### src/rtl/mips_pkg.sv
// Shared definitions for the instruction-memory loader: FSM encoding and stream framing constants.
package mips_pkg;

  typedef enum logic [2:0] {
    ST_IDLE   = 3'd0,
    ST_HDR_HI = 3'd1,
    ST_HDR_LO = 3'd2,
    ST_DATA   = 3'd3,
    ST_CHK    = 3'd4,
    ST_DONE   = 3'd5,
    ST_ERR    = 3'd6
  } loader_state_e;

  localparam int HDR_BYTES      = 2;
  localparam int BYTES_PER_WORD = 4;

endpackage

### src/rtl/imem_loader_byte_packer.sv
// byte_packer: collects 4 stream bytes MSB-first into one 32-bit word.
// word_valid_o is combinational and fires together with the byte that completes the word.
module byte_packer
  import mips_pkg::*;
(
  input  logic        clk,
  input  logic        reset,
  input  logic        clear_i,
  input  logic        byte_valid_i,
  input  logic [7:0]  byte_i,
  output logic        word_valid_o,
  output logic [31:0] word_o
);

  logic [1:0]  cnt_q;
  logic [23:0] shift_q;

  always_ff @(posedge clk) begin
    if (reset || clear_i) begin
      cnt_q   <= '0;
      shift_q <= '0;
    end else if (byte_valid_i) begin
      shift_q <= {shift_q[15:0], byte_i};
      cnt_q   <= cnt_q + 2'd1;
    end
  end

  assign word_valid_o = byte_valid_i && (cnt_q == 2'(BYTES_PER_WORD - 1));
  assign word_o       = {shift_q, byte_i};

endmodule

### src/rtl/imem_loader.sv
// imem_loader: fills instruction memory from a byte stream, holding the core in reset until done.
// Optional trailing XOR checksum byte enabled by defining IMEM_LOADER_CHECKSUM_EN.
module imem_loader
  import mips_pkg::*;
#(
  parameter int IMEM_DEPTH = 256,
  parameter int ADDR_W     = 8
) (
  input  logic              clk,
  input  logic              reset,
  input  logic              start,
  input  logic              in_valid,
  input  logic [7:0]        in_byte,
  output logic              in_ready,
  output logic              imem_we,
  output logic [ADDR_W-1:0] imem_waddr,
  output logic [31:0]       imem_wdata,
  output logic              cpu_reset,
  output logic              done,
  output logic              error,
  output loader_state_e     dbg_state
);

  // Handshake: a byte moves on any clk edge where in_valid && in_ready; in_ready is registered,
  // the producer may hold or drop in_valid freely and only transferred bytes are consumed.
  loader_state_e     state_q;
  logic              in_ready_q;
  logic              imem_we_q;
  logic [ADDR_W-1:0] waddr_q;
  logic [31:0]       wdata_q;
  logic              cpu_reset_q;
  logic              done_q;
  logic              error_q;
  logic [7:0]        hdr_hi_q;
  logic [15:0]       count_q;
  logic [ADDR_W-1:0] idx_q;
  logic              last_q;
`ifdef IMEM_LOADER_CHECKSUM_EN
  logic [7:0]        csum_q;
`endif

  logic        xfer;
  logic        start_ok;
  logic        pack_valid;
  logic        word_valid;
  logic [31:0] word;
  logic [15:0] count_d;
  logic        count_bad;

  assign xfer       = in_valid && in_ready_q;
  assign start_ok   = start && (state_q == ST_IDLE || state_q == ST_DONE || state_q == ST_ERR);
  assign pack_valid = xfer && (state_q == ST_DATA);
  assign count_d    = {hdr_hi_q, in_byte};
  assign count_bad  = (count_d == 16'd0) || (int'(count_d) > IMEM_DEPTH);

  byte_packer u_packer (
    .clk          (clk),
    .reset        (reset),
    .clear_i      (start_ok),
    .byte_valid_i (pack_valid),
    .byte_i       (in_byte),
    .word_valid_o (word_valid),
    .word_o       (word)
  );

  always_ff @(posedge clk) begin
    if (reset) begin
      state_q     <= ST_IDLE;
      in_ready_q  <= 1'b0;
      imem_we_q   <= 1'b0;
      waddr_q     <= '0;
      wdata_q     <= '0;
      cpu_reset_q <= 1'b1;
      done_q      <= 1'b0;
      error_q     <= 1'b0;
      hdr_hi_q    <= '0;
      count_q     <= '0;
      idx_q       <= '0;
      last_q      <= 1'b0;
`ifdef IMEM_LOADER_CHECKSUM_EN
      csum_q      <= '0;
`endif
    end else begin
      imem_we_q <= 1'b0;
`ifdef IMEM_LOADER_CHECKSUM_EN
      if (xfer && (state_q == ST_HDR_HI || state_q == ST_HDR_LO || state_q == ST_DATA))
        csum_q <= csum_q ^ in_byte;
`endif
      // Word completion; the final word closes the input for its write cycle.
      if (word_valid) begin
        imem_we_q <= 1'b1;
        wdata_q   <= word;
        waddr_q   <= idx_q;
        idx_q     <= idx_q + 1'b1;
        if (16'(idx_q) + 16'd1 == count_q) begin
          last_q     <= 1'b1;
          in_ready_q <= 1'b0;
        end
      end
      case (state_q)
        ST_IDLE, ST_DONE, ST_ERR: begin
          if (start_ok) begin
            state_q     <= ST_HDR_HI;
            in_ready_q  <= 1'b1;
            done_q      <= 1'b0;
            error_q     <= 1'b0;
            cpu_reset_q <= 1'b1;
            idx_q       <= '0;
            last_q      <= 1'b0;
`ifdef IMEM_LOADER_CHECKSUM_EN
            csum_q      <= '0;
`endif
          end
        end
        ST_HDR_HI: begin
          if (xfer) begin
            hdr_hi_q <= in_byte;
            state_q  <= ST_HDR_LO;
          end
        end
        ST_HDR_LO: begin
          if (xfer) begin
            count_q <= count_d;
            if (count_bad) begin
              state_q    <= ST_ERR;
              error_q    <= 1'b1;
              in_ready_q <= 1'b0;
            end else begin
              state_q <= ST_DATA;
            end
          end
        end
        ST_DATA: begin
          if (last_q) begin
            last_q <= 1'b0;
`ifdef IMEM_LOADER_CHECKSUM_EN
            state_q    <= ST_CHK;
            in_ready_q <= 1'b1;
`else
            state_q     <= ST_DONE;
            done_q      <= 1'b1;
            cpu_reset_q <= 1'b0;
`endif
          end
        end
`ifdef IMEM_LOADER_CHECKSUM_EN
        ST_CHK: begin
          if (xfer) begin
            in_ready_q <= 1'b0;
            if (in_byte == csum_q) begin
              state_q     <= ST_DONE;
              done_q      <= 1'b1;
              cpu_reset_q <= 1'b0;
            end else begin
              state_q <= ST_ERR;
              error_q <= 1'b1;
            end
          end
        end
`endif
        default: begin
          state_q    <= ST_IDLE;
          in_ready_q <= 1'b0;
        end
      endcase
    end
  end

  assign in_ready   = in_ready_q;
  assign imem_we    = imem_we_q;
  assign imem_waddr = waddr_q;
  assign imem_wdata = wdata_q;
  assign cpu_reset  = cpu_reset_q;
  assign done       = done_q;
  assign error      = error_q;
  assign dbg_state  = state_q;

endmodule

### config.mk
export PLATFORM = sky130hd
export DESIGN_NAME = imem_loader
export DESIGN_NICKNAME = d
export VERILOG_FILES = /design/src/rtl/mips_pkg.sv /design/src/rtl/imem_loader_byte_packer.sv /design/src/rtl/imem_loader.sv
export SDC_FILE = /design/constraint.sdc
export NUM_CORES = 1
export LEC_CHECK = 0
export CAP_MARGIN = 0
export CORE_ASPECT_RATIO = 2
export CORE_MARGIN = 5
export CORE_UTILIZATION = 25
export DETAILED_ROUTE_END_ITERATION = 8
export DONT_BUFFER_PORTS = 1
export PLACE_DENSITY = 0.46
export SYNTH_ARGS = -nofsm -noshare
export SYNTH_HDL_FRONTEND = slang
export SYNTH_HIERARCHICAL = 1
export SYNTH_SLANG_ARGS = --single-unit
### constraint.sdc
create_clock -name clk -period 4.9 [get_ports clk]
set_clock_uncertainty 0.2 [all_clocks]
set_input_delay 0.735 -clock clk [delete_from_list [all_inputs] [get_ports clk]]
set_output_delay 0.735 -clock clk [all_outputs]
set_load 0.03 [all_outputs]
==> impl_metrics.ini <==
[run_status]
outcome = finished, final reports clean

[cts]
clk_path_buf_depth = 2
cts-root-buf = clkbuf_16
cts.sinks = 107
clk_pin_slew_ps = 70
cts_resized = 0
cts_tree = yes
numCtsBuffers = 9
holdBufCountCts = 0
post_cts_buffers = 0
worstSkewPairLatency_ps = 340
htreeDepth = 3

[sta]
worst_slew_pin_slew_ps = 1130
slew_viol_final = 0
finalCritPeriodShare = 0.6983
fmax_mhz = 292.2
relSlewSlack = 0.2422
setup_viol = 0
period_minus_slack_ps = 3422
setup-tns-final_ps = 0
rsz0062_at_grt = no
hold_viol_final = 0

[global_route]
antenna_found_initial = 0
grt_pass1_vias = 2793
grt_pass1_wl_mm = 16.16
grtUsageTotal = 0.09782
grt_max_degree = 71
grt-ovfl-total = 0

[placement]
gp_congestion = 0.7625
dp_hpwl_mm = 6.507
placedInstanceArea_um2 = 4481
io_buffers = 0

[flow_run]
cap_viol_max_count = 0

[cells_and_area]
drive_above_1_share = 0.06250
fin_util = 0.2728
nNetsFinal = 457
fill_cells = 1924
fin_area_um2 = 4805
area_delta_synth_final_pct = 8.597
antenna_cells = 0

[logic_synthesis]
yosysMostFrequentCell = dfxtp_1
ys_seq_area_frac = 0.4842
yosysTopAreaCell = dfxtp_1
ys.warnings.count = 6
synthesis.area_um2 = 4424
synth-main-ff-cell = dfxtp_1
synth.distinct_cells = 46
yosys-top-cells-area = dfxtp_1 48%, mux2i_1 17%, nor2_1 7.7%
synthArstFlopShare = 0
synth_edf_count = 0
ys_seq_elements = 107
synth_nets = 483
syn_area_per_cell_um2 = 9.433
synth_top_area_frac = 0.4842
netlist_instances = 469
yosys-top-cells-count = 107 x dfxtp_1, 91 x nor2_1, 75 x mux2i_1

[pwr]
powerDensity_nw_per_um2 = 371.0
leakagePower_nw = 1.505
netSwitchingFraction = 0.2361
peakVddDrop_v = 0.0001389
power.switching_uw = 420.8
p_seq_frac = 0.508
p_clk_frac = 0.446
p_int_mw = 1.362
comb_power_share = 0.046

[setup_path]
crit_slowest_cell = dfxtp_1
r2r_slack_ps = 1480
cp.arrival_ps = 3440
endpoint_kind = flip-flop
crit_top_cell = buf_4
crit_buf_inv = 2
worstSetupPathType = reg2reg
cp_data_required_time_ps = 4920
start_kind = flip-flop
path_cells = nor2b_1, nand2_1, nor2_4, buf_4, and2_2, buf_4, nand3_1, nor3_1, xnor2_1, nor2_1
cpPeakStageDelay_ps = 720
crit_family = simple AND/OR/NAND/NOR gates
crit_fanout = 49

[route]
first_pass_iters = 5
drc = 0
vias_per_cell = 4.475
totalWireLength_mm = 9.967
drtAntennaViolNets = 0
drtIter0Drc = 163
routedWlPerCell_um = 15.08
via_count = 2958

[floorplanning]
initial_utilization = 0.2512
dieArea_um2 = 20620
pin_count = 60
die_x_um = 104.1
die_h_um = 198.1
core_area_um2 = 17610
rows = 69

[min_path]
hold_path.class = reg2reg
## flip-flops by register name (all words and copies together), names as in the netlist, 2 cells and up
register / count
u_packer/cnt_q: 2
idx_q: 8
count_q: 16
imem_wdata: 32
u_packer/shift_q: 24
hdr_hi_q: 8
imem_waddr: 8
dbg_state: 3
## area by class of cell
type	count	area, um2	area share
multi-input cells	315	2023	0.4211
flip-flops and latches	107	2142	0.4458
well taps	213	266.5	0.05547
repair buffers	3	22.52	0.004687
clock buffers	9	225.2	0.04687
clock inverters	7	98.84	0.02057
inverters	7	26.28	0.005469
## tightest hold or removal path: stages, from the launching register on
cell	delay, ps
dfxtp_1	310
nand2_1	50
a21oi_1	50
## cells in the final DEF (no fill, tap or decap), drive strengths merged, types with 4 or more instances in the layout
cell type | netlist | final
nand2 | 42 | 42
clkbuf | 15 | 9
a31oi | 4 | 4
inv | 7 | 9
a21oi | 23 | 23
nand4 | 5 | 5
nor4b | 4 | 4
nand3 | 6 | 6
xnor2 | 13 | 13
a21o | 4 | 4
nor2 | 92 | 92
dfxtp | 107 | 107
nand2b | 5 | 5
xor2 | 5 | 5
mux2i | 75 | 75
nor3 | 5 | 5
o21ai | 5 | 5
## cell families after synthesis
group                    synth area share
AND/OR/NAND/NOR                    0.1785
flip-flops                         0.4842
multiplexers                       0.1697
buffers and inverters             0.06193
AO/OA/AOI/OAI                     0.06448
XOR/XNOR                          0.03563
adder cells (fa/ha/maj)          0.005655
## metal layers
metal,share of wire,global-route usage
met4,0.011,0.03602
met2,0.42,0.1404
met5,0,0
met3,0.071,0.03622
met1,0.50,0.1338
## through the flow
| stage | std cells | power (mW) | worst slack, ps | hold WS (ps) |
|---|---|---|---|---|
| after floorplan | 469 | 1.011 | 1912 | 236.0 |
| after global placement | 645 | 1.010 | 1504 | 242.5 |
| after detailed placement | 645 | 1.009 | 1436 | 243.7 |
| after CTS | 661 | 1.808 | 1426 | 237.0 |
| after global routing | 661 | 1.855 | 1199 | 236.6 |
| final | 661 | 1.783 | 1478 | 253.6 |
## power groups by stage
stage                     combinational (mW)  sequential [mW]  clock, mW
after floorplan                       0.0959            0.915          0
after global placement                0.0830            0.927          0
after detailed placement              0.0822            0.927          0
after CTS                             0.0824            0.907      0.819
after global routing                  0.0910            0.910      0.854
final                                 0.0817            0.906      0.795
## path summary, 6_finish.rpt
| path | from | end | cells after the start |
|---|---|---|---|
| setup / recovery | dbg_state[1]$_SDFFE_PP0P_ | idx_q[7]$_SDFF_PP0_ | 10 |
| hold reg to reg | count_q[14]$_SDFFE_PP0P_ | count_q[14]$_SDFFE_PP0P_ | 2 |
| hold / removal | count_q[14]$_SDFFE_PP0P_ | count_q[14]$_SDFFE_PP0P_ | 2 |
| setup reg to reg | dbg_state[1]$_SDFFE_PP0P_ | idx_q[7]$_SDFF_PP0_ | 10 |
Note: power is estimated with default switching activity, not from simulation.
